[src/rtl/mem_arbiter.sv]
// mem_arbiter: three-port (download, ROM fetch, CPU RAM) arbiter in front of
// a single SDRAM controller request/ack interface.
// Optional feature macro: MEM_ARB_RR_EN -- alternates rom/ram when both wait;
// when undefined, rom always beats ram. Download always has top priority.
module mem_arbiter #(
  parameter int unsigned AW = 20,
  parameter int unsigned DW = 8
) (
  input  logic          clk,
  input  logic          reset_n,
  input  logic          ram_rd,
  input  logic          ram_wr,
  input  logic [AW-1:0] ram_addr,
  input  logic [DW-1:0] ram_din,
  output logic [DW-1:0] ram_dout,
  output logic          ram_ready,
  input  logic          rom_rd,
  input  logic [AW-1:0] rom_addr,
  output logic [DW-1:0] rom_dout,
  output logic          rom_ready,
  input  logic          dl_wr,
  input  logic [AW-1:0] dl_addr,
  input  logic [DW-1:0] dl_data,
  output logic          dl_busy,
  output logic          mem_req,
  output logic          mem_we,
  output logic [AW-1:0] mem_addr,
  output logic [DW-1:0] mem_wdata,
  input  logic [DW-1:0] mem_rdata,
  input  logic          mem_ack,
  output logic [1:0]    grant
);

  localparam logic [0:0] IDLE = 1'b0;
  localparam logic [0:0] BUSY = 1'b1;

  localparam logic [1:0] G_NONE = 2'd0;
  localparam logic [1:0] G_DL   = 2'd1;
  localparam logic [1:0] G_ROM  = 2'd2;
  localparam logic [1:0] G_RAM  = 2'd3;

  logic [0:0]    state_q, state_d;
  logic          gap_q, gap_d;
  logic          dl_pend_q, dl_pend_d;
  logic [AW-1:0] dl_addr_q, dl_addr_d;
  logic [DW-1:0] dl_data_q, dl_data_d;
  logic          rom_pend_q, rom_pend_d;
  logic [AW-1:0] rom_addr_q, rom_addr_d;
  logic          ram_pend_q, ram_pend_d;
  logic          ram_we_q, ram_we_d;
  logic [AW-1:0] ram_addr_q, ram_addr_d;
  logic [DW-1:0] ram_din_q, ram_din_d;
  logic          mem_req_q, mem_req_d;
  logic          mem_we_q, mem_we_d;
  logic [AW-1:0] mem_addr_q, mem_addr_d;
  logic [DW-1:0] mem_wdata_q, mem_wdata_d;
  logic [1:0]    grant_q, grant_d;
  logic [DW-1:0] ram_dout_q, ram_dout_d;
  logic [DW-1:0] rom_dout_q, rom_dout_d;
  logic          ram_ready_q, ram_ready_d;
  logic          rom_ready_q, rom_ready_d;
  logic [1:0]    sel;
`ifdef MEM_ARB_RR_EN
  logic          last_rom_q, last_rom_d;
`endif

  // Port selection among pending requests: dl first, then rom/ram.
  always_comb begin
    sel = G_NONE;
    if (dl_pend_q) sel = G_DL;
`ifdef MEM_ARB_RR_EN
    else if (rom_pend_q && ram_pend_q) sel = last_rom_q ? G_RAM : G_ROM;
`endif
    else if (rom_pend_q) sel = G_ROM;
    else if (ram_pend_q) sel = G_RAM;
  end

  // Request capture, IDLE/BUSY sequencing and completion handling.
  always_comb begin
    state_d     = state_q;
    gap_d       = 1'b0;
    dl_pend_d   = dl_pend_q;
    dl_addr_d   = dl_addr_q;
    dl_data_d   = dl_data_q;
    rom_pend_d  = rom_pend_q;
    rom_addr_d  = rom_addr_q;
    ram_pend_d  = ram_pend_q;
    ram_we_d    = ram_we_q;
    ram_addr_d  = ram_addr_q;
    ram_din_d   = ram_din_q;
    mem_req_d   = mem_req_q;
    mem_we_d    = mem_we_q;
    mem_addr_d  = mem_addr_q;
    mem_wdata_d = mem_wdata_q;
    grant_d     = grant_q;
    ram_dout_d  = ram_dout_q;
    rom_dout_d  = rom_dout_q;
    ram_ready_d = 1'b0;
    rom_ready_d = 1'b0;
`ifdef MEM_ARB_RR_EN
    last_rom_d  = last_rom_q;
`endif

    // A strobe is only taken when its port has nothing pending.
    if (dl_wr && !dl_pend_q) begin
      dl_pend_d = 1'b1;
      dl_addr_d = dl_addr;
      dl_data_d = dl_data;
    end
    if (rom_rd && !rom_pend_q) begin
      rom_pend_d = 1'b1;
      rom_addr_d = rom_addr;
    end
    if ((ram_rd || ram_wr) && !ram_pend_q) begin
      ram_pend_d = 1'b1;
      ram_we_d   = ram_wr;
      ram_addr_d = ram_addr;
      ram_din_d  = ram_din;
    end

    case (state_q)
      IDLE: begin
        // gap_q holds off arbitration for the first idle cycle after a
        // completion so the finishing port can re-strobe and compete.
        if (!gap_q && (sel != G_NONE)) begin
          state_d   = BUSY;
          mem_req_d = 1'b1;
          grant_d   = sel;
          case (sel)
            G_DL: begin
              mem_we_d    = 1'b1;
              mem_addr_d  = dl_addr_q;
              mem_wdata_d = dl_data_q;
            end
            G_ROM: begin
              mem_we_d    = 1'b0;
              mem_addr_d  = rom_addr_q;
              mem_wdata_d = '0;
`ifdef MEM_ARB_RR_EN
              last_rom_d  = 1'b1;
`endif
            end
            default: begin
              mem_we_d    = ram_we_q;
              mem_addr_d  = ram_addr_q;
              mem_wdata_d = ram_din_q;
`ifdef MEM_ARB_RR_EN
              last_rom_d  = 1'b0;
`endif
            end
          endcase
        end
      end
      default: begin
        if (mem_ack) begin
          state_d   = IDLE;
          gap_d     = 1'b1;
          mem_req_d = 1'b0;
          mem_we_d  = 1'b0;
          grant_d   = G_NONE;
          case (grant_q)
            G_DL:  dl_pend_d = 1'b0;
            G_ROM: begin
              rom_pend_d  = 1'b0;
              rom_dout_d  = mem_rdata;
              rom_ready_d = 1'b1;
            end
            G_RAM: begin
              ram_pend_d  = 1'b0;
              ram_ready_d = 1'b1;
              if (!ram_we_q) ram_dout_d = mem_rdata;
            end
            default: ;
          endcase
        end
      end
    endcase
  end

  // State register with synchronous active-low reset.
  always_ff @(posedge clk) begin
    if (!reset_n) begin
      state_q     <= IDLE;
      gap_q       <= 1'b0;
      dl_pend_q   <= 1'b0;
      dl_addr_q   <= '0;
      dl_data_q   <= '0;
      rom_pend_q  <= 1'b0;
      rom_addr_q  <= '0;
      ram_pend_q  <= 1'b0;
      ram_we_q    <= 1'b0;
      ram_addr_q  <= '0;
      ram_din_q   <= '0;
      mem_req_q   <= 1'b0;
      mem_we_q    <= 1'b0;
      mem_addr_q  <= '0;
      mem_wdata_q <= '0;
      grant_q     <= G_NONE;
      ram_dout_q  <= '0;
      rom_dout_q  <= '0;
      ram_ready_q <= 1'b0;
      rom_ready_q <= 1'b0;
`ifdef MEM_ARB_RR_EN
      last_rom_q  <= 1'b0;
`endif
    end else begin
      state_q     <= state_d;
      gap_q       <= gap_d;
      dl_pend_q   <= dl_pend_d;
      dl_addr_q   <= dl_addr_d;
      dl_data_q   <= dl_data_d;
      rom_pend_q  <= rom_pend_d;
      rom_addr_q  <= rom_addr_d;
      ram_pend_q  <= ram_pend_d;
      ram_we_q    <= ram_we_d;
      ram_addr_q  <= ram_addr_d;
      ram_din_q   <= ram_din_d;
      mem_req_q   <= mem_req_d;
      mem_we_q    <= mem_we_d;
      mem_addr_q  <= mem_addr_d;
      mem_wdata_q <= mem_wdata_d;
      grant_q     <= grant_d;
      ram_dout_q  <= ram_dout_d;
      rom_dout_q  <= rom_dout_d;
      ram_ready_q <= ram_ready_d;
      rom_ready_q <= rom_ready_d;
`ifdef MEM_ARB_RR_EN
      last_rom_q  <= last_rom_d;
`endif
    end
  end

  assign ram_dout  = ram_dout_q;
  assign ram_ready = ram_ready_q;
  assign rom_dout  = rom_dout_q;
  assign rom_ready = rom_ready_q;
  assign dl_busy   = dl_pend_q;
  assign mem_req   = mem_req_q;
  assign mem_we    = mem_we_q;
  assign mem_addr  = mem_addr_q;
  assign mem_wdata = mem_wdata_q;
  assign grant     = grant_q;

endmodule

[config.mk]
export PLATFORM = sky130hd
export DESIGN_NAME = mem_arbiter
export DESIGN_NICKNAME = d
export VERILOG_FILES = /design/src/rtl/mem_arbiter.sv
export SDC_FILE = /design/constraint.sdc
export NUM_CORES = 1
export LEC_CHECK = 0
export ABC_AREA = 0
export CORE_MARGIN = 2
export CORE_UTILIZATION = 56
export CTS_BUF_LIST = sky130_fd_sc_hd__clkbuf_16
export DETAILED_ROUTE_END_ITERATION = 10
export DONT_BUFFER_PORTS = 1
export PLACE_DENSITY = 0.77
export SKIP_LAST_GASP = 1
export SYNTH_ARGS = -nofsm -noshare
export SYNTH_HDL_FRONTEND = slang
export SYNTH_SLANG_ARGS = --single-unit
[constraint.sdc]
create_clock -name clk -period 2 [get_ports clk]
set_input_delay 0.5 -clock clk [delete_from_list [all_inputs] [get_ports clk]]
set_output_delay 0.5 -clock clk [all_outputs]
set_load 0.005 [all_outputs]
==> results.ini <==
[worst_setup_path]
timing.critical_path.to_type=register
crit-reg2reg-launch=ram_pend_q
startpoint_type=register
crit_type=reg -> reg
timing.critical_path.fanout_max=22
worst-endpoint-arrival_ps=2270
worstPathRequired_ps=2290
critPathLaunch=ram_pend_q

[placement]
io_buf_count=0
place_area_um2=5340
dpl.hpwl_um=9430
placement.setup.worst_slack_ps=-98.1
gp_congestion=0.824

[clock_network]
clock_tree.root_cell=sky130_fd_sc_hd__clkbuf_16
cts.htree.levels=4
clk-insertion-delay-late_ps=410
cts_buffers=17
cts_buffer_depth=2
cts.sinks=132
worst_setup_hold_path_clk_slew_ps=60
tritoncts=done
cts_setup_buffers=0

[pwr]
p_leak_nw=2.20
power-per-cell-area_nw_per_um2=1160
worst_ir_drop_vdd_mv=0.567

[job]
maxCapViolCount=0

[floorplan]
placeableCoreArea_um2=9150
die_area_um2=10200
rows=35
initial_core_util_pct=57.4
die_h_um=101
boundaryPins=142
width_of_the_die_um=101

[cells_and_area]
nNetsFinal=697
fill_cells=731
mostFrequentLayoutCell=sky130_fd_sc_hd__nand2_1
drive_gt1_share_pct=12.3
layout-area-overhead-vs-synth_pct=13.1
final_cell_mix=sky130_fd_sc_hd__nand2_1 (196), sky130_fd_sc_hd__dfxtp_1 (132), sky130_fd_sc_hd__a21oi_1 (89)
diodes=0
stdcell_area_um2=5940

[global_route]
grt_overflow=0
pin_count_of_the_biggest_net_entering_global_routing=49
first_global_vias=4078
grt_antenna_before_repair=0
grt_first_pass_wirelength_um=20900
grt_util_all_layers_pct=26.8

[sta]
finClkSkew_ps=8.72
final_min_period_ps=1970
setup_violations=0
hold_violations=0
setup_ws_ps=26.1
slew-limit-headroom_pct=53.7
final.period_utilization_pct=98.7
fin_hold_ws_ps=219
worst-slew-pin-transition_ps=694
final-max-slew-violation-count=0
clock.fmax_mhz=507
rsz0062_at_grt=yes

[detailed_routing]
via_per_inst=6.11
post_drt_wl_per_cell_um=19.1
antenna_left=0
drc=0
detail_route.iter0.violations=416
vias=4440
routed_wirelength_um=13900
drtPass1Iterations=5

[logic_synthesis]
synth_warn=0
synth.net_count=713
postSynthAreaPerCell_um2=8.49
synth_sequential_area_ratio_pct=50.3
synth_enable_flop_cells=0
synth_cells=619
synth-seq-cells=132
synth_cell_types=33
synth_async_sr_flop_share_pct=0
postSynth.topFlopCell=sky130_fd_sc_hd__dfxtp_1
mappedNetlistArea_um2=5250

[run_status]
run_status=complete, no violations

[worst_hold_path]
timing.hold.worst.start=ram_din[1]
hold_path_class=in -> reg

-- state kept, by name, summed over array words and instances, names as in the netlist, 2 cells and up --
signal / count
grant: 2
ram_dout: 8
dl_data_q: 8
dl_addr_q: 20
ram_addr_q: 20
rom_addr_q: 20
rom_dout: 8
ram_din_q: 8
mem_addr: 20
mem_wdata: 8
-- layer usage --
metal | GRT usage (%) | part of all wire [%] | routed length (µm)
met1 | 35.9 | 42 | 5790
met2 | 37.5 | 44 | 6040
met4 | 10.2 | 1.6 | 218
met3 | 12.2 | 13 | 1830
met5 | 0 | 0 | 0
-- logic make-up after synthesis --
group                    after synthesis  synth area share [%]
buffers and inverters                 55                  4.60
flip-flops                           132                  50.3
AND/OR/NAND/NOR                      267                  22.2
adder cells (fa/ha/maj)                3                 0.715
AO/OA/AOI/OAI                        152                  20.3
multiplexers                          10                  1.93
-- repair_timing --
item,CTS,global route
gates resized for setup,1,2
cloned,0,1
hold buffers,0,0
pin swaps,1,1
setup endpoints to repair,16,12
-- layout make-up --
type                       instances  area [µm²]  share of cell area [%]
sequential                       132        2640                    44.5
multi-input combinational        433        2390                    40.3
clock buffer                      17         425                    7.16
timing repair buffer              16         170                    2.86
clock inverter                    15         158                    2.65
tap                              111         139                    2.34
inverter                           3        12.5                   0.211
-- critical path, stage by stage, from the launching register on --
cell	delay, ps
sky130_fd_sc_hd__dfxtp_1	320
sky130_fd_sc_hd__nor2b_1	140
sky130_fd_sc_hd__or2_2	140
sky130_fd_sc_hd__inv_1	60
sky130_fd_sc_hd__ha_1	240
sky130_fd_sc_hd__or3_4	540
sky130_fd_sc_hd__o41ai_1	400
-- where the power goes --
| group | total, W | switching [W] | internal, W |
|---|---|---|---|
| combinational | 0.000860 | 0.000531 | 0.000329 |
| clock | 0.00302 | 0.00118 | 0.00184 |
| sequential | 0.00300 | 0.000168 | 0.00283 |
-- worst paths after layout --
| kind | cells after the start | slack [ps] | endpoint |
|---|---|---|---|
| worst max register to register | 6 | 30 | mem_addr[19] |
| worst max-delay path | 6 | 30 | mem_addr[19] |
| worst min-delay path | 2 | 220 | ram_din_q[1] |
| worst min register to register | 2 | 460 | ram_addr_q[0] |
-- cells in the mapped netlist (3+ instances only) --
master	n	area share, %
sky130_fd_sc_hd__nor2b_1	23	2.7
sky130_fd_sc_hd__inv_1	3	0.21
sky130_fd_sc_hd__buf_6	4	0.86
sky130_fd_sc_hd__nand2b_1	3	0.36
sky130_fd_sc_hd__nand3_1	24	2.3
sky130_fd_sc_hd__a221oi_1	20	3.3
sky130_fd_sc_hd__clkbuf_1	39	2.8
sky130_fd_sc_hd__a21oi_1	89	8.5
sky130_fd_sc_hd__nor2_1	6	0.43
sky130_fd_sc_hd__dfxtp_1	132	50
sky130_fd_sc_hd__nand3b_1	8	1.1
sky130_fd_sc_hd__o21ai_0	10	0.95
sky130_fd_sc_hd__o41ai_1	4	0.67
sky130_fd_sc_hd__mux2i_1	9	1.7
sky130_fd_sc_hd__ha_1	3	0.71
sky130_fd_sc_hd__o41ai_2	16	5.0
sky130_fd_sc_hd__buf_1	5	0.36
sky130_fd_sc_hd__a31oi_1	8	0.95
sky130_fd_sc_hd__buf_2	4	0.38
sky130_fd_sc_hd__nand2_1	196	14
-- per-stage QoR --
step	total power (W)	utilization (%)	TNS (ps)	cells
final	0.00687	64.9	0	727
after global routing	0.00712	64.9	-84.4	727
after CTS	0.00685	64.8	0	726
after detailed placement	0.00387	58.4	-306	694
after global placement	0.00383	58.4	-4.22	694
after floorplan	0.00365	-	0	619
No activity file was read; power rests on OpenSTA's default activity.
